<file path="config.mk">
export PLATFORM = sky130hd
export DESIGN_NAME = mem_initiator
export DESIGN_NICKNAME = d
export VERILOG_FILES = /design/src/rtl/mem_init_pkg.sv /design/src/rtl/mem_initiator.sv
export SDC_FILE = /design/constraint.sdc
export NUM_CORES = 1
export LEC_CHECK = 0
export ABC_AREA = 0
export BUFFER_PORTS_ARGS = -buffer_cell sky130_fd_sc_hd__buf_2
export CORE_MARGIN = 2
export CORE_UTILIZATION = 25
export CTS_BUF_LIST = sky130_fd_sc_hd__clkbuf_2 sky130_fd_sc_hd__clkbuf_4 sky130_fd_sc_hd__clkbuf_8
export DETAILED_ROUTE_END_ITERATION = 8
export GPL_TIMING_DRIVEN = 0
export PLACE_DENSITY_LB_ADDON = 0.12
export SKIP_LAST_GASP = 1
export SYNTH_ARGS = -nofsm -noshare
export SYNTH_HDL_FRONTEND = slang
export SYNTH_SLANG_ARGS = --single-unit
</file>
<file path="constraint.sdc">
create_clock -name i_clk -period 2.15 [get_ports i_clk]
set_input_delay 0.43 -clock i_clk [delete_from_list [all_inputs] [get_ports i_clk]]
set_output_delay 0.43 -clock i_clk [all_outputs]
set_load 0.05 [all_outputs]
</file>
<file path="src/rtl/mem_init_pkg.sv">
// mem_init_pkg: shared types and defaults for the memory initiator
// Provides the FSM state type and the default address/data widths and sweep fill value.
package mem_init_pkg;
  typedef enum logic [2:0] {SWEEP, IDLE, ISSUE, CAPT, RESP} state_t;
  localparam int ADDR_W_DEFAULT = 2;
  localparam int DATA_W_DEFAULT = 8;
  localparam logic [DATA_W_DEFAULT-1:0] FILL_DEFAULT = 8'hFF;
endpackage

</file>
<file path="src/rtl/mem_initiator.sv">
// mem_initiator: drives a single-port synchronous memory from a valid/ready request channel
// Ports:
//   i_clk, i_reset (async, active-low)
//   request  : i_req_valid, o_req_ready, i_req_write, i_req_addr, i_req_wdata
//   response : o_rsp_valid, i_rsp_ready, o_rsp_write, o_rsp_rdata
//   memory   : o_mem_addr, o_mem_wr_en, o_mem_rd_en, o_mem_wdata, i_mem_rdata
//   status   : o_init_done (post-reset fill sweep finished)
module mem_initiator
  import mem_init_pkg::*;
#(
  parameter int ADDR_W = ADDR_W_DEFAULT,
  parameter int DATA_W = DATA_W_DEFAULT,
  parameter bit INIT_SWEEP = 1'b1,
  parameter logic [DATA_W-1:0] FILL = FILL_DEFAULT
) (
  input  logic              i_clk,
  input  logic              i_reset,
  input  logic              i_req_valid,
  output logic              o_req_ready,
  input  logic              i_req_write,
  input  logic [ADDR_W-1:0] i_req_addr,
  input  logic [DATA_W-1:0] i_req_wdata,
  output logic              o_rsp_valid,
  input  logic              i_rsp_ready,
  output logic              o_rsp_write,
  output logic [DATA_W-1:0] o_rsp_rdata,
  output logic [ADDR_W-1:0] o_mem_addr,
  output logic              o_mem_wr_en,
  output logic              o_mem_rd_en,
  output logic [DATA_W-1:0] o_mem_wdata,
  input  logic [DATA_W-1:0] i_mem_rdata,
  output logic              o_init_done
);
  // the counter reaching DEPTH means address DEPTH-1 was driven on the previous edge
  localparam logic [ADDR_W:0] CNT_END = {1'b1, {ADDR_W{1'b0}}};
  localparam logic [ADDR_W:0] CNT_ONE = {{ADDR_W{1'b0}}, 1'b1};
  state_t r_state, w_state;
  logic [ADDR_W:0] r_cnt, w_cnt;
  logic r_write, w_write;
  logic r_req_ready, w_req_ready;
  logic r_rsp_valid, w_rsp_valid;
  logic r_rsp_write, w_rsp_write;
  logic [DATA_W-1:0] r_rsp_rdata, w_rsp_rdata;
  logic [ADDR_W-1:0] r_mem_addr, w_mem_addr;
  logic r_mem_wr_en, w_mem_wr_en;
  logic r_mem_rd_en, w_mem_rd_en;
  logic [DATA_W-1:0] r_mem_wdata, w_mem_wdata;
  logic r_init_done, w_init_done;

  always_ff @(posedge i_clk or negedge i_reset) begin
    if (!i_reset) begin
      r_state     <= INIT_SWEEP ? SWEEP : IDLE;
      r_cnt       <= '0;
      r_write     <= 1'b0;
      r_req_ready <= 1'b0;
      r_rsp_valid <= 1'b0;
      r_rsp_write <= 1'b0;
      r_rsp_rdata <= '0;
      r_mem_addr  <= '0;
      r_mem_wr_en <= 1'b0;
      r_mem_rd_en <= 1'b0;
      r_mem_wdata <= '0;
      r_init_done <= ~INIT_SWEEP;
    end else begin
      r_state     <= w_state;
      r_cnt       <= w_cnt;
      r_write     <= w_write;
      r_req_ready <= w_req_ready;
      r_rsp_valid <= w_rsp_valid;
      r_rsp_write <= w_rsp_write;
      r_rsp_rdata <= w_rsp_rdata;
      r_mem_addr  <= w_mem_addr;
      r_mem_wr_en <= w_mem_wr_en;
      r_mem_rd_en <= w_mem_rd_en;
      r_mem_wdata <= w_mem_wdata;
      r_init_done <= w_init_done;
    end
  end

  // strobes and req_ready default low so each is a single registered pulse unless re-asserted
  always_comb begin
    w_state     = r_state;
    w_cnt       = r_cnt;
    w_write     = r_write;
    w_req_ready = 1'b0;
    w_rsp_valid = r_rsp_valid;
    w_rsp_write = r_rsp_write;
    w_rsp_rdata = r_rsp_rdata;
    w_mem_addr  = r_mem_addr;
    w_mem_wr_en = 1'b0;
    w_mem_rd_en = 1'b0;
    w_mem_wdata = r_mem_wdata;
    w_init_done = r_init_done;
    case (r_state)
      SWEEP: begin
        if (r_cnt == CNT_END) begin
          w_init_done = 1'b1;
          w_req_ready = 1'b1;
          w_state     = IDLE;
        end else begin
          w_mem_addr  = r_cnt[ADDR_W-1:0];
          w_mem_wdata = FILL;
          w_mem_wr_en = 1'b1;
          w_cnt       = r_cnt + CNT_ONE;
        end
      end
      IDLE: begin
        if (r_req_ready && i_req_valid) begin
          w_write     = i_req_write;
          w_mem_addr  = i_req_addr;
          w_mem_wdata = i_req_wdata;
          w_mem_wr_en = i_req_write;
          w_mem_rd_en = ~i_req_write;
          w_state     = ISSUE;
        end else begin
          w_req_ready = 1'b1;
        end
      end
      ISSUE: begin
        w_rsp_valid = r_write;
        w_rsp_write = r_write ? 1'b1 : r_rsp_write;
        w_rsp_rdata = r_write ? '0 : r_rsp_rdata;
        w_state     = r_write ? RESP : CAPT;
      end
      CAPT: begin
        w_rsp_rdata = i_mem_rdata;
        w_rsp_valid = 1'b1;
        w_rsp_write = 1'b0;
        w_state     = RESP;
      end
      RESP: begin
        if (i_rsp_ready) begin
          w_rsp_valid = 1'b0;
          w_req_ready = 1'b1;
          w_state     = IDLE;
        end
      end
      default: w_state = IDLE;
    endcase
  end

  assign o_req_ready = r_req_ready;
  assign o_rsp_valid = r_rsp_valid;
  assign o_rsp_write = r_rsp_write;
  assign o_rsp_rdata = r_rsp_rdata;
  assign o_mem_addr  = r_mem_addr;
  assign o_mem_wr_en = r_mem_wr_en;
  assign o_mem_rd_en = r_mem_rd_en;
  assign o_mem_wdata = r_mem_wdata;
  assign o_init_done = r_init_done;
endmodule

</file>
==> results.toml <==
[setup_path]
startpoint_type = "flop"
slowest_delay_ns = 0.68
crit_type = "flop to flop"
path_cells = "inv_1 -> ha_1 -> and2_1 -> a2111oi_4 -> o221a_1"
arrival_ns = 2.11
slowest_stage = "a2111oi_4"
critPathMaxFanout = 10
worstSetupEndpointType = "flop"
crit_family = "compound AO/OA/AOI/OAI gates"
cp.required_ns = 2.37
critPathBufInv = 1

[placed_design]
portBuffers = 46
dp_hpwl_um = 2073
gp_congestion = 0.7796

[detailed_routing]
drc_errors = 0
wl_per_cell_um = 13.04
via_per_inst = 4.407
vias = 996
drt-pass1-iter-count = 4
first_iter_violations = 26
ant_nets = 0
wirelength_um = 2946

[floorplanning]
die_h_um = 75.77
die_x_um = 75.77
core_region_area_mm2 = 0.005042
io-pin-count = 47
die_area_mm2 = 0.005740
initial_core_util = 0.2553
num_rows = 26

[cts]
clk-insertion-delay-late_ns = 0.28
cts_setup_buffers = 0
clock_sinks = 31
clk_pin_slew_ns = 0.07
cts_root_buf = "clkbuf_8"
postCtsHoldBufs = 0
htree_levels = 2
cts.path.max_buffers = 2
cts_resized = 0
tritoncts = "built"
numCtsBuffers = 5

[timing]
fin_setup_tns_ns = 0
finalCritPeriodShare = 0.8793
drv_slew = 0
tightest_slew_ns = 0.7058
final-hold-violation-count = 0
timing.final.setup_violations = 0
max_freq_ghz = 0.5290
rsz0062_at_grt = "false"
period_needed_ns = 1.890
slew_headroom = 0.5295
skew_ns = 0.003035

[worst_hold_path]
hp-class = "input port to async pin"

[logic_synthesis]
synth_area_leaders = "dfrtp_1, a22o_1, o22a_1, a2111oi_4, nor2_1"
yosysMostFrequentCell = "dfrtp_1"
yosys_register_bits = 31
synth_edf_count = 0
syn_area_mm2 = 0.001287
synth.top_cell.area_share = 0.6025
netlist_instances = 102
synth_warnings = 0
synthesis.nets = 127
yosysSeqAreaShare = 0.6025
yosysTopAreaCell = "dfrtp_1"
yosys-top-cells-count = "dfrtp_1, a22o_1, o22a_1"
syn_avg_cell_area_um2 = 12.62
async_reset_ff_frac = 1.000
synth.distinct_cells = 32
synth_top_flop_cell = "dfrtp_1"

[global_routing]
grtUsageTotal = 0.1159
grt_max_degree = 32
antenna_found_initial = 0
overflow = 0
grt_pass1_vias = 985
grt_pass1_wl_um = 4809

[run]
maxCapViolCount = 0

[final_layout]
finish.utilization = 0.3454
final_layout_size_suffix_gt1_frac = 0.3974
final_nets = 180
fillCellCount = 509
syn2layout_area_growth_pct = 35.28
n_antenna_cell = 0

[status]
status = "finished, final reports clean"
[kinds of logic (layout without fill, tap and decap cells)]
family,count (synthesis),after routing,share of synthesized area
AO/OA/AOI/OAI,33,33,0.2303
XOR/XNOR,1,1,0.006804
AND/OR/NAND/NOR,23,23,0.08649
buffers and inverters,10,64,0.03790
multiplexers,2,2,0.01652
flip-flops,31,31,0.6025
adder cells (fa/ha/maj),2,2,0.01943
[worst paths after layout]
kind                                         start                          to  slack [ns]  cells past startpoint
hold reg to reg            o_init_done$_DFFE_PN0P_     o_init_done$_DFFE_PN0P_        0.46                      1
setup / recovery              r_cnt[0]$_DFFE_PN0P_   o_mem_addr[0]$_DFFE_PN0P_        0.26                      5
hold / removal                             i_reset     o_rsp_valid$_DFFE_PN0P_        0.18                      1
min in group i_clk                     i_req_write       o_mem_rd_en$_DFF_PN0_        0.34                      2
max in group asynchronous                  i_reset  o_mem_wdata[6]$_DFFE_PN0P_        1.50                      1
setup reg to reg              r_cnt[0]$_DFFE_PN0P_   o_mem_addr[0]$_DFFE_PN0P_        0.26                      5
[placed cells by master (no fill, tap or decap)]
master      count
xnor2_1         1
o41ai_1         1
o21ai_1         1
a22o_1          8
o211ai_1        1
a21o_1          1
buf_6           1
a2111oi_4       1
buf_2          49
a31o_2          1
and3_1          1
a21oi_1         3
clkbuf_1        1
a21boi_4        1
mux2_2          1
a221oi_1        1
dfrtp_1        31
ha_1            2
mux2i_1         1
o21ai_0         1
nand3_1         4
nand3b_1        1
bufinv_16       2
o221a_1         2
nand2_1         4
clkinvlp_4      1
o31a_1          1
clkbuf_8        5
nor2b_1         2
a31oi_1         2
inv_1           5
nor3_1          1
and2_1          3
o22a_1          8
nor2_1          7
[layer usage]
| layer | GRT usage | vias up | routed length (um) |
|---|---|---|---|
| met4 | 0.04678 | 0 | 44 |
| met1 | 0.1521 | 483 | 1353 |
| met2 | 0.1753 | 29 | 1392 |
| met3 | 0.03968 | 6 | 155 |
| li1 | - | 478 | - |
| met5 | 0 | - | 0 |
[cell type report]
class / instances / area [um2] / share of cell area
Buffer: 5 / 30.03 / 0.01724
Clock buffer: 5 / 68.82 / 0.03951
Clock inverter: 3 / 67.56 / 0.03879
Inverter: 5 / 18.77 / 0.01078
Multi-Input combinational cell: 61 / 462.9 / 0.2658
Sequential cell: 31 / 775.7 / 0.4454
Tap cell: 70 / 87.58 / 0.05029
Timing Repair Buffer: 46 / 230.2 / 0.1322
[sequential cells by signal (all words and copies together), names as in the netlist]
name and flops:
r_cnt 3, o_rsp_valid 1, r_write 1, r_state 3, o_mem_rd_en 1, o_mem_wdata 8, o_rsp_write 1, o_rsp_rdata 8
o_mem_addr 2, o_mem_wr_en 1, o_req_ready 1, o_init_done 1
[stage by stage]
stage               hold slack (ns)  std cells  cell area, um2  setup slack, ns
finish                       0.1794        226            1742           0.2595
global route                 0.2426        226            1742           0.1217
CTS                          0.2168        226            1742           0.2284
detailed placement           0.4447        218            1605           0.2418
global placement             0.4366        218            1605           0.2743
floorplan                    0.1344        102            1287           0.5055
Power is not shown: default switching activity piles up to over one toggle a cycle in this logic, so the estimate is an artifact.
